## config.mk

```make
export PLATFORM = sky130hd
export DESIGN_NAME = dff_bank_rr_arbiter_flat
export DESIGN_NICKNAME = d
export VERILOG_FILES = /design/src/rtl/dff_bank_rr_arbiter_pkg.sv /design/src/rtl/dff_bank_rr_arbiter_if.sv /design/src/rtl/dff_bank_rr_arbiter_pick.sv /design/src/rtl/dff_bank_rr_arbiter.sv /design/src/flat_wrapper.sv
export SDC_FILE = /design/constraint.sdc
export NUM_CORES = 1
export LEC_CHECK = 0
export ABC_AREA = 1
export BUFFER_PORTS_ARGS = -buffer_cell sky130_fd_sc_hd__clkbuf_2
export CAP_MARGIN = 20
export CORE_MARGIN = 2
export CORE_UTILIZATION = 46
export CTS_CLUSTER_DIAMETER = 120
export DETAILED_ROUTE_END_ITERATION = 16
export GPL_TIMING_DRIVEN = 0
export PLACE_DENSITY = 0.76
export SLEW_MARGIN = 30
export SYNTH_ARGS = -nofsm -noshare
export SYNTH_HDL_FRONTEND = slang
export SYNTH_SLANG_ARGS = --single-unit
```

## constraint.sdc

```tcl
create_clock -name clk -period 2.05 [get_ports clk]
set_input_delay 0.205 -clock clk [delete_from_list [all_inputs] [get_ports clk]]
set_output_delay 0.205 -clock clk [all_outputs]
set_load 0.01 [all_outputs]
```

## src/rtl/dff_bank_rr_arbiter_pkg.sv

```systemverilog
// Shared types for the round-robin arbitrated register bank.
// Op encodings, FSM states and a counter-width helper.
package dff_arb_pkg;

   typedef enum logic [1:0] {
      OP_LOAD = 2'b00,
      OP_SET  = 2'b01,
      OP_CLR  = 2'b10,
      OP_HOLD = 2'b11
   } op_e;

   typedef enum logic {
      IDLE = 1'b0,
      OWN  = 1'b1
   } state_e;

   // Width of the ownership counter; never below one bit.
   function automatic int hold_w(input int max_hold);
      int w;
      w = $clog2(max_hold + 1);
      return (w < 1) ? 1 : w;
   endfunction

endpackage

```

## src/rtl/dff_bank_rr_arbiter_if.sv

```systemverilog
// Requester-side bus of the arbitrated register bank.
// Master drives requests/ops/data, slave returns grant and Q.
interface dff_bank_rr_arbiter_if #(
   parameter int NUM_REQ = 4,
   parameter int WIDTH   = 8
);

   logic [NUM_REQ-1:0]       req;
   logic [2*NUM_REQ-1:0]     op;
   logic [WIDTH*NUM_REQ-1:0] wdata;
   logic [NUM_REQ-1:0]       gnt;
   logic [WIDTH-1:0]         Q;
   logic                     upd;
   logic                     timeout;

   modport master (
      output req, op, wdata,
      input  gnt, Q, upd, timeout
   );

   modport slave (
      input  req, op, wdata,
      output gnt, Q, upd, timeout
   );

endinterface

```

## src/rtl/dff_bank_rr_arbiter_pick.sv

```systemverilog
// Combinational round-robin picker.
// First set request at or after ptr, wrapping modulo N.
module rr_arbiter_pick #(
   parameter int N  = 4,
   parameter int IW = (N > 1) ? $clog2(N) : 1
) (
   input  logic [N-1:0]  req_i,
   input  logic [IW-1:0] ptr_i,
   output logic [N-1:0]  gnt_o,
   output logic [IW-1:0] idx_o,
   output logic          any_o
);

   // Scan from farthest to nearest so the nearest hit wins.
   always_comb begin
      logic [IW:0] c;
      idx_o = '0;
      any_o = |req_i;
      c     = '0;
      for (int k = N - 1; k >= 0; k--) begin
         c = {1'b0, ptr_i} + (IW+1)'(k);
         if (c >= (IW+1)'(N)) begin
            c = c - (IW+1)'(N);
         end
         if (req_i[c[IW-1:0]]) begin
            idx_o = c[IW-1:0];
         end
      end
      gnt_o = any_o ? (N'(1) << idx_o) : '0;
   end

endmodule

```

## src/rtl/dff_bank_rr_arbiter.sv

```systemverilog
// Register bank shared by NUM_REQ requesters under round-robin
// ownership with a bounded hold time.
module dff_bank_rr_arbiter
   import dff_arb_pkg::*;
#(
   parameter int NUM_REQ  = 4,
   parameter int WIDTH    = 8,
   parameter int MAX_HOLD = 16
) (
   input  logic            clk,
   input  logic            reset,
   dff_bank_rr_arbiter_if.slave bus
);

   localparam int IW = (NUM_REQ > 1) ? $clog2(NUM_REQ) : 1;
   localparam int HW = hold_w(MAX_HOLD);
   localparam int HL = (MAX_HOLD > 0) ? MAX_HOLD - 1 : 0;

   state_e             state_q;
   logic [NUM_REQ-1:0] gnt_q;
   logic [WIDTH-1:0]   q_q;
   logic               upd_q;
   logic               to_q;
   logic [IW-1:0]      ptr_q;
   logic [IW-1:0]      own_q;
   logic [NUM_REQ-1:0] mask_q;
   logic [HW-1:0]      cnt_q;

   logic [NUM_REQ-1:0] req_eff;
   logic [NUM_REQ-1:0] pick_req;
   logic [NUM_REQ-1:0] pick_gnt;
   logic [IW-1:0]      pick_idx;
   logic               pick_any;

   logic               own_req;
   op_e                own_op;
   logic [WIDTH-1:0]   own_wd;
   logic [WIDTH-1:0]   q_d;
   logic [IW-1:0]      ptr_d;
   logic               hold_last;

   // A masked requester is still eligible when nobody else asks.
   assign req_eff  = bus.req & ~mask_q;
   assign pick_req = (|req_eff) ? req_eff : bus.req;

   rr_arbiter_pick #(
      .N  (NUM_REQ),
      .IW (IW)
   ) u_pick (
      .req_i (pick_req),
      .ptr_i (ptr_q),
      .gnt_o (pick_gnt),
      .idx_o (pick_idx),
      .any_o (pick_any)
   );

   assign own_req = bus.req[own_q];
   assign own_op  = op_e'(bus.op[2*own_q +: 2]);
   assign own_wd  = bus.wdata[WIDTH*own_q +: WIDTH];

   assign ptr_d = (own_q == IW'(NUM_REQ - 1)) ? '0 : own_q + 1'b1;

   assign hold_last = (MAX_HOLD != 0) && (cnt_q == HW'(HL));

   // Value the owner's op would write into the bank.
   always_comb begin
      q_d = q_q;
      unique case (own_op)
         OP_LOAD: q_d = own_wd;
         OP_SET:  q_d = '1;
         OP_CLR:  q_d = '0;
         OP_HOLD: q_d = q_q;
         default: q_d = q_q;
      endcase
   end

   // Ownership FSM with the bank and all registered outputs.
   always_ff @(posedge clk or negedge reset) begin
      if (!reset) begin
         state_q <= IDLE;
         gnt_q   <= '0;
         q_q     <= '0;
         upd_q   <= 1'b0;
         to_q    <= 1'b0;
         ptr_q   <= '0;
         own_q   <= '0;
         mask_q  <= '0;
         cnt_q   <= '0;
      end else begin
         upd_q <= 1'b0;
         to_q  <= 1'b0;
         unique case (state_q)
            IDLE: begin
               if (pick_any) begin
                  state_q <= OWN;
                  gnt_q   <= pick_gnt;
                  own_q   <= pick_idx;
                  mask_q  <= '0;
                  cnt_q   <= '0;
               end
            end
            OWN: begin
               if (!own_req) begin
                  state_q <= IDLE;
                  gnt_q   <= '0;
                  ptr_q   <= ptr_d;
               end else begin
                  q_q   <= q_d;
                  upd_q <= (own_op != OP_HOLD);
                  if (cnt_q != '1) begin
                     cnt_q <= cnt_q + 1'b1;
                  end
                  if (hold_last) begin
                     state_q       <= IDLE;
                     gnt_q         <= '0;
                     to_q          <= 1'b1;
                     ptr_q         <= ptr_d;
                     mask_q[own_q] <= 1'b1;
                  end
               end
            end
            default: begin
               state_q <= IDLE;
               gnt_q   <= '0;
            end
         endcase
      end
   end

   assign bus.gnt     = gnt_q;
   assign bus.Q       = q_q;
   assign bus.upd     = upd_q;
   assign bus.timeout = to_q;

   a_gnt_onehot: assert property (
      @(posedge clk) disable iff (!reset) $onehot0(gnt_q)
   );

endmodule
```

## src/flat_wrapper.sv

```systemverilog
// flat-port wrapper written by rule: the top's interface ports become plain ports
module dff_bank_rr_arbiter_flat import dff_arb_pkg::*;
#(
   parameter int NUM_REQ  = 4,
   parameter int WIDTH    = 8,
   parameter int MAX_HOLD = 16
)
  (clk, reset, bus_req, bus_op, bus_wdata, bus_gnt, bus_Q, bus_upd, bus_timeout);
  dff_bank_rr_arbiter_if #(.NUM_REQ(NUM_REQ), .WIDTH(WIDTH)) bus_i ();
  input  logic clk;
  input  logic reset;
  input wire logic [$bits(bus_i.req)-1:0] bus_req;
  input wire logic [$bits(bus_i.op)-1:0] bus_op;
  input wire logic [$bits(bus_i.wdata)-1:0] bus_wdata;
  output wire logic [$bits(bus_i.gnt)-1:0] bus_gnt;
  output wire logic [$bits(bus_i.Q)-1:0] bus_Q;
  output wire logic [$bits(bus_i.upd)-1:0] bus_upd;
  output wire logic [$bits(bus_i.timeout)-1:0] bus_timeout;
  assign bus_i.req = bus_req;
  assign bus_i.op = bus_op;
  assign bus_i.wdata = bus_wdata;
  assign bus_gnt = bus_i.gnt;
  assign bus_Q = bus_i.Q;
  assign bus_upd = bus_i.upd;
  assign bus_timeout = bus_i.timeout;
  dff_bank_rr_arbiter #(.NUM_REQ(NUM_REQ), .WIDTH(WIDTH), .MAX_HOLD(MAX_HOLD)) u_core (.clk(clk), .reset(reset), .bus(bus_i));
endmodule
```

# --- After elaboration in Yosys (flattened, before gate mapping) ---
# Cells that the tools add are included.
totals:
  ff_bits: 28
  in_bits: 46
  out_inout_bits: 14
  wordCells: 105
classes:
  addsub: 9
  n_lt_le_gt_ge: 10
  n_eq_ne: 13
  shift: 3
  mux: 46
  n_bitwise: 5
  reduce_logical: 10
op_table:
  columns: ["operator", "n"]
  rows:
  - ["$shiftx A32 B6 Y8", 1]
  - ["$mux W4", 7]
  - ["$pmux W8 S3", 1]
  - ["$mux W2", 11]
  - ["$pmux W4 S2", 2]
  - ["$lt A2 B3 Y1 const B", 5]
  - ["$mux W5", 3]
  - ["$mux W1", 14]
  - ["$bmux W1 S2", 5]
  - ["$ne A2 B2 Y1 const B", 5]
  - ["$pmux W5 S2", 1]
  - ["$ge A3 B3 Y1 const B", 3]
  - ["$reduce_and A3 Y1", 3]
  - ["$reduce_or A4 Y1", 2]
  - ["$shiftx A8 B4 Y2", 1]
  - ["$sub A2 B1 Y2 const B", 4]
  - ["$add A2 B2 Y3 const B", 2]
  - ["$eq A2 B2 Y1 const B", 3]
  - ["$reduce_and A2 Y1", 3]
  - ["$add A5 B1 Y5 const B", 1]
  - ["$eq A5 B4 Y1 const B", 1]
  - ["$ne A5 B5 Y1 const B", 1]
  - ["$and A4 B4 Y4", 1]
  - ["$not A4 Y4", 1]
  - ["other kinds (14)", 15]

# --- Depth between registers and ports, before layout ---
# Gate-level depths: netlist of run 1.
depth:
  depth_word: 13
  depth_mapped: 17
  ltp_nobuf: 17

# --- Cells and area by module ---
# A second synthesis of run 1 with hierarchy kept.
unflattened:
  hier_cells: 336
  hier_area_um2: 2105.8
by_module_without_submodules:
  columns: ["mod", "n_inst", "cells_per_inst", "area_each_um2", "seq_area_each_um2"]
  rows:
  - ["dff_bank_rr_arbiter", 1, 289, 1898.1, 700.7]
  - ["rr_arbiter_pick", 1, 47, 207.7, 0.0]

# --- Worst setup path before layout of run 1 ---
# No wires, ideal clock.
synth_path:
  kind: "flip-flop to flip-flop"
  start: "register u_core.own_q[0]"
  end: "register u_core.q_q[0] (netlist: u_core.bus.Q[0])"
  setup_ns: 0.132
  arrival_time_ns: 1.985
  t_required_ns: 1.918
  path_slack_ns: -0.067
  stages_incl_launch_ff: 11
  path_buffers: 2
  synth_period_minus_slack_ns: 2.117
  path_cell_list: "dfrtp_1 > inv_2 > clkbuf_1 > nand2_1 > a32oi_1 > inv_1 > ha_1 > buf_1 > inv_1 > nand2_1 > a31oi_1"
synth_between:
  elab_chain_cells: 4
  elab_cells_between_ends: 11
  cone_classes: "3 x eq/ne; 2 x shift; 3 x mux; 1 x bitwise; 2 x reduce/logical"
synth_rtl:
  columns: ["item", "line", "source"]
  rows:
  - ["from (decl)", "dff_bank_rr_arbiter.sv:25", "logic [IW-1:0] own_q;"]
  - ["from (signal assigned)", "dff_bank_rr_arbiter.sv:97", "own_q <= pick_idx;"]
  - ["parallel branches: the longest is 4 deep, another holds $shiftx A32 B6 Y8", null, null]
  - ["to (signal assigned)", "dff_bank_rr_arbiter.sv:108", "q_q <= q_d;"]
  - ["to (decl)", "dff_bank_rr_arbiter.sv:21", "logic [WIDTH-1:0] q_q;"]
# Several ways; the timed one is not identified. The select of a mux whose other input is x is not followed.
# A chain may end at the register's enable or synchronous reset.

# --- Worst setup path in the final report of run 1 ---
layout_path:
  start: "register u_core.own_q[1]"
  end: "register u_core.q_q[3] (netlist: u_core.bus.Q[3])"
# The elaborated chain is that of the path after synthesis.

==> impl_metrics.ini, run 1 <==
[run_status]
status = finished, final reports clean

[setup_path]
cp-end-kind = register
cp_max_fo = 11
required_ps = 2260
critPathKind = register to register
cp-start-kind = register
cp.arrival_ps = 2160

[timing]
fin_ws_ps = 93.5
clock.fmax_mhz = 511
worst_pin_slew_ps = 717
min_period_over_period_pct = 95.4
slew_headroom_pct = 52.2
hold-worst-slack_ps = 306
hold_viol_final = 0
finalSetupViolations = 0
period_needed_ps = 1960
fin_setup_tns_ps = 0
slew_violations = 0
skew_ps = 6.55

[layout]
antenna_cells = 0
area_delta_synth_final_pct = 26.8
post_route_cells_drive_above_1_share_pct = 29.0
utilization_pct = 59.7
layout.nets = 380

[synth]
synth-simple-area-share_pct = 29.8
synth_cell_types = 26
syn_inst = 257
synth_compound_area_share_pct = 17.9
synthAdderAreaFrac_pct = 6.11
synth_top_family_by_area = simple AND/OR/NAND/NOR gates
synth_nets = 312
synth_area_sq_um = 1840
ys.warnings.count = 0
ys_seq_area_share_pct = 38.0
synth_mux_area_share_pct = 0
synth_xor_area_share_pct = 0
ys_ff_latch = 28
synth.avg_cell_area_sq_um = 7.17

[drt]
routed_wl_microns = 4630
viasPerCell = 5.18
drcViolationCount = 0
wl_met2_microns = 2200
ant_nets = 0
met1Wirelength_microns = 2070
wl_met3_microns = 290
vias = 1937
wl_per_cell_microns = 12.4
top_layer_used = met4
drt_iter0_drc = 59
drt_pass1_iterations = 4

[floorplanning]
start_util_pct = 47.1
core_area_sq_um = 3910
die-width_microns = 67.3
die_area_sq_um = 4530
die_y_microns = 67.3
placementRows = 23
io_pins = 60

[clocking]
cts_buffer_depth = 2
clock_latency_ps = 280
cts_inserted_buffers = 3
clk_pin_slew_ps = 100
cts_root_buffer = clkbuf_8
cts_tree = yes
clock-sinks = 28
htreeDepth = 1

[place]
io_buffers = 59
preCtsSetupSlack_ps = -495
gp_congestion = 0.818
place_hpwl_microns = 3510

[global_route]
gr-usage-all-layers_pct = 22.7
grt_max_degree = 29
grt_pass1_wl_microns = 7900
grt_overflow = 0
antenna_found_initial = 0
grt_pass1_vias = 1832

[pwr]
power.total_mw = 3.49
power_density_nw_per_um2 = 1490
leakage_nw = 1.23
peakVddDrop_mv = 0.889

[flow_run]
drv_cap = 0

[hold_path]
worstHoldPathType = primary input to register
placed cells by master (no fill, tap or decap), types with 2 or more instances in the layout:
cell type / count
nand2_2: 10
buf_4: 5
buf_6: 2
clkbuf_1: 2
clkbuf_2: 59
nor2_2: 3
nand3_1: 17
inv_1: 26
o21ai_1: 6
dfrtp_2: 2
dfrtp_1: 26
ha_1: 9
a21oi_1: 11
nand2_1: 53
o21ai_0: 21
o22ai_1: 8
clkbuf_8: 3
nor2_4: 3
nor2_1: 32
nand4_1: 4
a31oi_1: 8
inv_2: 2
layout make-up:
| type | count | area (sq um) |
|---|---|---|
| Buffer | 6 | 42.5 |
| Clock buffer | 3 | 41.3 |
| Clock inverter | 1 | 30.0 |
| Fill cell | 389 | 1580 |
| Inverter | 30 | 115 |
| Multi-Input combinational cell | 191 | 1000 |
| Sequential cell | 28 | 703 |
| Tap cell | 50 | 62.6 |
| Timing Repair Buffer | 65 | 343 |
kinds of logic after synthesis:
family	Yosys count
AOI/OAI and AO/OA	59
DFF	28
and+or+nand+nor	123
adders and majority gates	9
buffers and inverters	38
sequential cells by signal, indices dropped and copies added (netlist names):
name	count
u_core.bus.Q	8
u_core.cnt_q	5
u_core.mask_q	4
u_core.bus.upd	1
u_core.own_q	2
u_core.ptr_q	2
u_core.bus.gnt	4
u_core.state_q	1
u_core.bus.timeout	1
final timing paths:
check                                       start           endpoint  slack (ps)  depth (start not counted)
worst max-delay path              u_core.own_q[1]    u_core.bus.Q[3]          90                         10
worst min-delay path                 bus_wdata[2]    u_core.bus.Q[2]         310                          5
worst max register to register    u_core.own_q[1]    u_core.bus.Q[3]          90                         10
worst min register to register  u_core.bus.gnt[0]  u_core.bus.gnt[0]         490                          2
max in group asynchronous                   reset    u_core.own_q[0]        1060                          2
min in group asynchronous                   reset  u_core.bus.gnt[2]         500                          2
where the power goes:
group          internal (mW)  switching, mW
logic                  0.820           1.32
clock network          0.262          0.184
registers              0.757          0.153
metrics by stage:
step / instances / instance area (sq um)
after detailed placement: 366 / 2200
after floorplan: 257 / 1850
after CTS: 373 / 2320
after global placement: 366 / 2200
final: 374 / 2340
after global routing: 374 / 2340
cell usage after synthesis (all sizes together):
cell | n | area (sq um)
o21bai | 1 | 7.51
clkinv | 1 | 3.75
a21oi | 11 | 55.1
dfrtp | 28 | 701
a31oi | 8 | 50.1
a32oi | 1 | 8.76
nand2 | 63 | 259
o31ai | 1 | 7.51
nand3 | 17 | 85.1
nand3b | 1 | 7.51
clkbuf | 4 | 15.0
a22o | 1 | 8.76
inv | 29 | 109
o22ai | 9 | 56.3
o21ai | 27 | 135
nand4 | 4 | 25.0
nor2 | 38 | 173
buf | 4 | 23.8
ha | 9 | 113
metal layers:
| layer | track usage (%) | up-vias |
|---|---|---|
| met1 | 28.6 | 885 |
| li1 | - | 984 |
| met4 | 7.40 | 0 |
| met5 | 0 | - |
| met3 | 4.17 | 7 |
| met2 | 39.2 | 61 |
worst max-delay path, stage by stage (launching register included):
cell and delay [ps]:
dfrtp_2 430, inv_1 120, buf_6 160, a21oi_1 50, a32oi_1 210, inv_1 70
ha_1 260, buf_2 170, inv_1 80, nand2_2 120, a31oi_1 200
what timing repair did:
item,CTS,global route
endpoints found under the setup margin,9,8
hold buffers,1,0
setup buffers,4,1
pin swaps,0,3
resized for setup,7,3
hold endpoints to repair,28,0
(Power assumes the default switching activity.)
==> inputs of run 2 (changes only) <==
--- a/config.mk
+++ b/config.mk
@@ -7,7 +7,8 @@
 export LEC_CHECK = 0
 export ABC_AREA = 1
 export BUFFER_PORTS_ARGS = -buffer_cell sky130_fd_sc_hd__clkbuf_2
-export CAP_MARGIN = 20
+export CAP_MARGIN = 30
+export CORE_ASPECT_RATIO = 1.1
 export CORE_MARGIN = 2
 export CORE_UTILIZATION = 46
 export CTS_CLUSTER_DIAMETER = 120
==> run 2 against run 1 <==
  * Global-route usage shrank 1.6 points
  * Setup slack lost 2.4 ps
  * Sequential cell count stayed put
  * Wire length decreased by 1.4%
  * Sequential share of layout area hardly changed
  * Power rose by 0.53%
  * Utilization grew 0.22 points
==> impl_metrics.ini, run 2 (synthesis gave the netlist of run 1 again) <==
[pwr]
power_density_nw_per_um2 = 1500
power.total_mw = 3.51
leakage_nw = 1.22
peakVddDrop_mv = 0.811

[global_route]
antenna_found_initial = 0
gr-usage-all-layers_pct = 21.1
grt_overflow = 0
grt_pass1_wl_microns = 7620
grt_pass1_vias = 1849
grt_max_degree = 29

[place]
gp_congestion = 0.928
preCtsSetupSlack_ps = -337
place_hpwl_microns = 3640
io_buffers = 59
place_area_sq_um = 2210

[drt]
drcViolationCount = 0
viasPerCell = 5.19
drt_pass1_iterations = 4
drt_iter0_drc = 80
vias = 1942
wl_per_cell_microns = 12.2
ant_nets = 0
routed_wl_microns = 4560

[timing]
skew_ps = 1.57
period_needed_ps = 1960
rsz0062_at_grt = false
slew_headroom_pct = 53.2
slew_violations = 0
worst_pin_slew_ps = 702
hold_viol_final = 0
clock.fmax_mhz = 510
fin_ws_ps = 91.1
min_period_over_period_pct = 95.6
finalSetupViolations = 0

[clocking]
cts_inserted_buffers = 3
htreeDepth = 1
clk_pin_slew_ps = 90
clock_latency_ps = 280
cts_buffer_depth = 2
clock-sinks = 28
cts_root_buffer = clkbuf_8
cts_tree = yes

[layout]
post_route_cells_drive_above_1_share_pct = 28.9
layout.nets = 378
utilization_pct = 59.9
final_cell_mix = clkbuf_2 (59), nand2_1 (53), nor2_1 (32), inv_1 (26), dfrtp_1 (26)
area_delta_synth_final_pct = 27.0
final_common_cell = clkbuf_2
largest_register_ffs = 8
multiInputGateArea_sq_um = 1010
design_area_sq_um = 2340
antenna_cells = 0
fill_cells = 373
seq_area_sq_um = 703

[setup_path]
cpMostUsedCell = inv_1
cp.arrival_ps = 2160
path_delay_family = buffers and inverters
cpMaxStageDelayCell = dfrtp_2
regToRegSetupSlack_ps = 90
critPathBufInv = 5
path_depth = 10
ff2ff_path_depth = 10
critPathKind = register to register
cp-end-kind = register
required_ps = 2250
r2r-start = u_core.own_q[1]
regToRegEndpoint = u_core.bus.Q[3]
crit_path_start = u_core.own_q[1]
cp_slowest_stage_delay_ps = 440
crit_path_cell_trace = inv_1 -> buf_6 -> a21oi_1 -> a32oi_1 -> inv_1 -> ha_1 -> buf_2 -> inv_1 -> nand2_4 -> a31oi_1
cp-start-kind = register
cp_max_fo = 11
endpoint = u_core.bus.Q[3]

[floorplanning]
io_pins = 60
die_area_sq_um = 4530
die-width_microns = 64.4
core_area_sq_um = 3900
placementRows = 24
start_util_pct = 47.2
die_y_microns = 70.4

[hold_path]
worstHoldPathType = primary input to register

[flow_run]
drv_cap = 0

[run_status]
status = finished, final reports clean
run 2: final cells by class:
type,instances,share of cell area (%)
Buffer,6,1.98
Timing Repair Buffer,63,14.0
Tap cell,52,2.78
Sequential cell,28,30.1
Multi-Input combinational cell,191,43.2
Clock buffer,3,1.76
Inverter,30,4.92
Clock inverter,1,1.28
run 2: worst min-delay path by stage:
stage                            to  slack, ps  cells past startpoint          from
global placement    u_core.bus.Q[2]        270                      1         reset
CTS                 u_core.bus.Q[3]        340                      5  bus_wdata[3]
finish              u_core.bus.Q[3]        340                      5  bus_wdata[3]
detailed placement  u_core.bus.Q[2]        280                      1         reset
floorplan           u_core.bus.Q[0]        -90                      0         reset
global route        u_core.bus.Q[4]        370                      5  bus_wdata[4]
run 2: worst min-delay path, cell delays in order:
cell and delay, ps:
clkbuf_2 80, nor2_1 80, o22ai_1 80, nand2_1 60, a31oi_1 90
run 2: metrics by stage:
stage,TNS [ps],std cells,hold slack (ps)
after floorplan,0,257,-90.6
after global placement,-2450,368,273
after detailed placement,-2590,368,277
after CTS,0,374,340
after global routing,0,374,372
final,0,374,345
run 2: layer usage:
metal	up-vias	wire length [microns]	global-route usage (%)
met2	75	2320	39.7
met3	9	340	4.03
met4	0	92	6.62
met1	873	1810	23.4
li1	985	-	-
met5	-	0	0
run 2: power by group:
group	total [mW]	switching (mW)	internal, mW
clock	0.437	0.175	0.262
combinational	2.16	1.35	0.813
sequential	0.911	0.155	0.756
total	3.51	1.68	1.83
run 2: repair_timing:
item	CTS	global route
setup endpoints to repair	8	7
pin swaps	0	2
gates cloned	0	0
endpoints found under the hold margin	28	0
setup buffers	3	0
hold buffers	1	0
gates resized for setup	7	7
==> inputs of run 3 (changes only) <==
--- a/config.mk
+++ b/config.mk
@@ -10,11 +10,11 @@
 export CAP_MARGIN = 30
 export CORE_ASPECT_RATIO = 1.1
 export CORE_MARGIN = 2
-export CORE_UTILIZATION = 46
+export CORE_UTILIZATION = 40
 export CTS_CLUSTER_DIAMETER = 120
 export DETAILED_ROUTE_END_ITERATION = 16
 export GPL_TIMING_DRIVEN = 0
-export PLACE_DENSITY = 0.76
+export PLACE_DENSITY = 0.65
 export SLEW_MARGIN = 30
 export SYNTH_ARGS = -nofsm -noshare
 export SYNTH_HDL_FRONTEND = slang
==> constraint.sdc (replaced) <==
create_clock -name clk -period 2.3 [get_ports clk]
set_input_delay 0.23 -clock clk [delete_from_list [all_inputs] [get_ports clk]]
set_output_delay 0.23 -clock clk [all_outputs]
set_load 0.01 [all_outputs]
==> run 3 against run 2 <==
  * Critical path depth is 1 lower
  * Clock power decreased by 9.8%
  * Power shrank 15%
  * Count of clock-buffer cells in the layout unchanged
==> impl_metrics.ini, run 3 (synthesis gave the netlist of run 1 again) <==
[setup_path]
required_ps = 2460
regToRegEndpoint = u_core.bus.Q[6]
cp-start-kind = register
cp_max_fo = 14
crit_path_start = u_core.own_q[1]
crit_path_cell_trace = inv_1 -> buf_2 -> a21oi_1 -> a32oi_1 -> inv_1 -> ha_2 -> inv_1 -> nand2_2 -> a31oi_1
critPathBufInv = 4
cp_slowest_stage_delay_ps = 510
cpMaxStageDelayCell = dfrtp_2
ff2ff_path_depth = 9
path_delay_family = flip-flops
cpMostUsedCell = inv_1
cp.arrival_ps = 2260
r2r-start = u_core.own_q[1]
critPathKind = register to register
cp-end-kind = register
regToRegSetupSlack_ps = 200

[layout]
antenna_cells = 0
final_common_cell = clkbuf_2
final_cell_mix = clkbuf_2 (60), nand2_1 (53), nor2_1 (32), inv_1 (26), dfrtp_1 (26)
layout.nets = 374
fill_cells = 456
instances_no_fill = 372
area_delta_synth_final_pct = 24.0
post_route_cells_drive_above_1_share_pct = 27.7
largest_register_ffs = 8
utilization_pct = 52.2

[global_route]
grt_pass1_wl_microns = 7880
grt_pass1_vias = 1892
grt_max_degree = 29
grt_overflow = 0
gr-usage-all-layers_pct = 19.9
antenna_found_initial = 0

[hold_path]
hold_depth = 5
min_to = u_core.bus.Q[5]
hp-start = bus_wdata[5]
worstHoldPathType = primary input to register

[timing]
rsz0062_at_grt = false
slew_headroom_pct = 54.4
hold-worst-slack_ps = 348
finalSetupViolations = 0
period_needed_ps = 2100
clock.fmax_mhz = 476
hold_viol_final = 0
skew_ps = 3.68
worst_pin_slew_ps = 683
min_period_over_period_pct = 91.2
slew_violations = 0

[place]
dp_cells = 370
place_hpwl_microns = 3620
io_buffers = 59
gp_congestion = 0.828

[floorplanning]
io_pins = 60
die_area_sq_um = 5170
placementRows = 25
die_y_microns = 75.2
die-width_microns = 68.7
start_util_pct = 42.1
core_area_sq_um = 4380

[drt]
drcViolationCount = 0
ant_nets = 0
wl_per_cell_microns = 12.1
routed_wl_microns = 4490
drt_pass1_iterations = 4
vias = 1912
viasPerCell = 5.14
drt_iter0_drc = 57

[flow_run]
drv_cap = 0

[clocking]
htreeDepth = 1
cts_tree = yes
cts_root_buffer = clkbuf_8
clock-sinks = 28
cts_inserted_buffers = 3
clock_latency_ps = 280
cts_buffer_depth = 2
post-cts-setup-buffer-count = 0
clk_pin_slew_ps = 100

[pwr]
leakage_nw = 1.19
peakVddDrop_mv = 0.519
power_density_nw_per_um2 = 1310

[run_status]
status = finished, final reports clean
==> run 3: changes by cell type in the layout (fill, tap and decap cells not counted), moves of 2 or more <==
cell | previous run | this run
a31oi_1 | 6 | 8
a31oi_2 | 2 | 0
buf_4 | 3 | 0
buf_6 | 3 | 1
==> run 3: per-stage QoR <==
stage | setup WS, ps | TNS [ps] | power [mW] | cell area, sq um
2_1_floorplan | 183 | 0 | 2.11 | 1840
3_3_place_gp | -286 | -2200 | 2.59 | 2210
3_5_place_dp | -316 | -2380 | 2.61 | 2210
4_1_cts | 2.61 | 0 | 3.00 | 2280
5_1_grt | 49.0 | 0 | 3.32 | 2280
6_report | 201 | 0 | 3.00 | 2280
==> run 3: cell type report <==
cell class / instances / area (sq um) / area share, %
Sequential cell: 28 / 703 / 30.8
Clock inverter: 1 / 30.0 / 1.31
Inverter: 30 / 113 / 4.93
Clock buffer: 3 / 41.3 / 1.81
Buffer: 5 / 28.8 / 1.26
Tap cell: 54 / 67.6 / 2.96
Timing Repair Buffer: 60 / 305 / 13.4
Multi-Input combinational cell: 191 / 996 / 43.6
==> run 3: timing repair <==
action	CTS	global route
hold buffers	1	0
hold endpoints to repair	15	0
gates resized for setup	1	4
endpoints found under the setup margin	8	8
==> run 3: metal layers <==
metal / vias to the layer above / GRT usage [%] / share of wire [%]
met3: 11 / 2.69 / 5.0
li1: 971 / - / -
met4: 0 / 7.63 / 2.4
met2: 68 / 35.1 / 47
met1: 862 / 24.5 / 45
met5: - / 0 / 0
==> run 3: worst max-delay path by stage <==
stage                           end  slack (ps)  cells past startpoint
floorplan           u_core.bus.Q[0]         180                     10
global placement    u_core.bus.Q[0]        -290                     10
detailed placement  u_core.bus.Q[6]        -320                     10
CTS                 u_core.bus.Q[6]           3                      9
global route        u_core.bus.Q[4]          50                      9
finish              u_core.bus.Q[6]         200                      9
==> run 3: power by group <==
group          internal (mW)  switching, mW  total (mW)
combinational          0.655           1.12        1.77
sequential             0.674          0.161       0.835
clock                  0.233          0.160       0.394
==> run 3: worst register-to-register path: stages (launching register included) <==
cell and delay (ps):
dfrtp_2 510, inv_1 130, buf_2 240, a21oi_1 70
a32oi_1 230, inv_1 70, ha_2 420, inv_1 70
nand2_2 140, a31oi_1 110
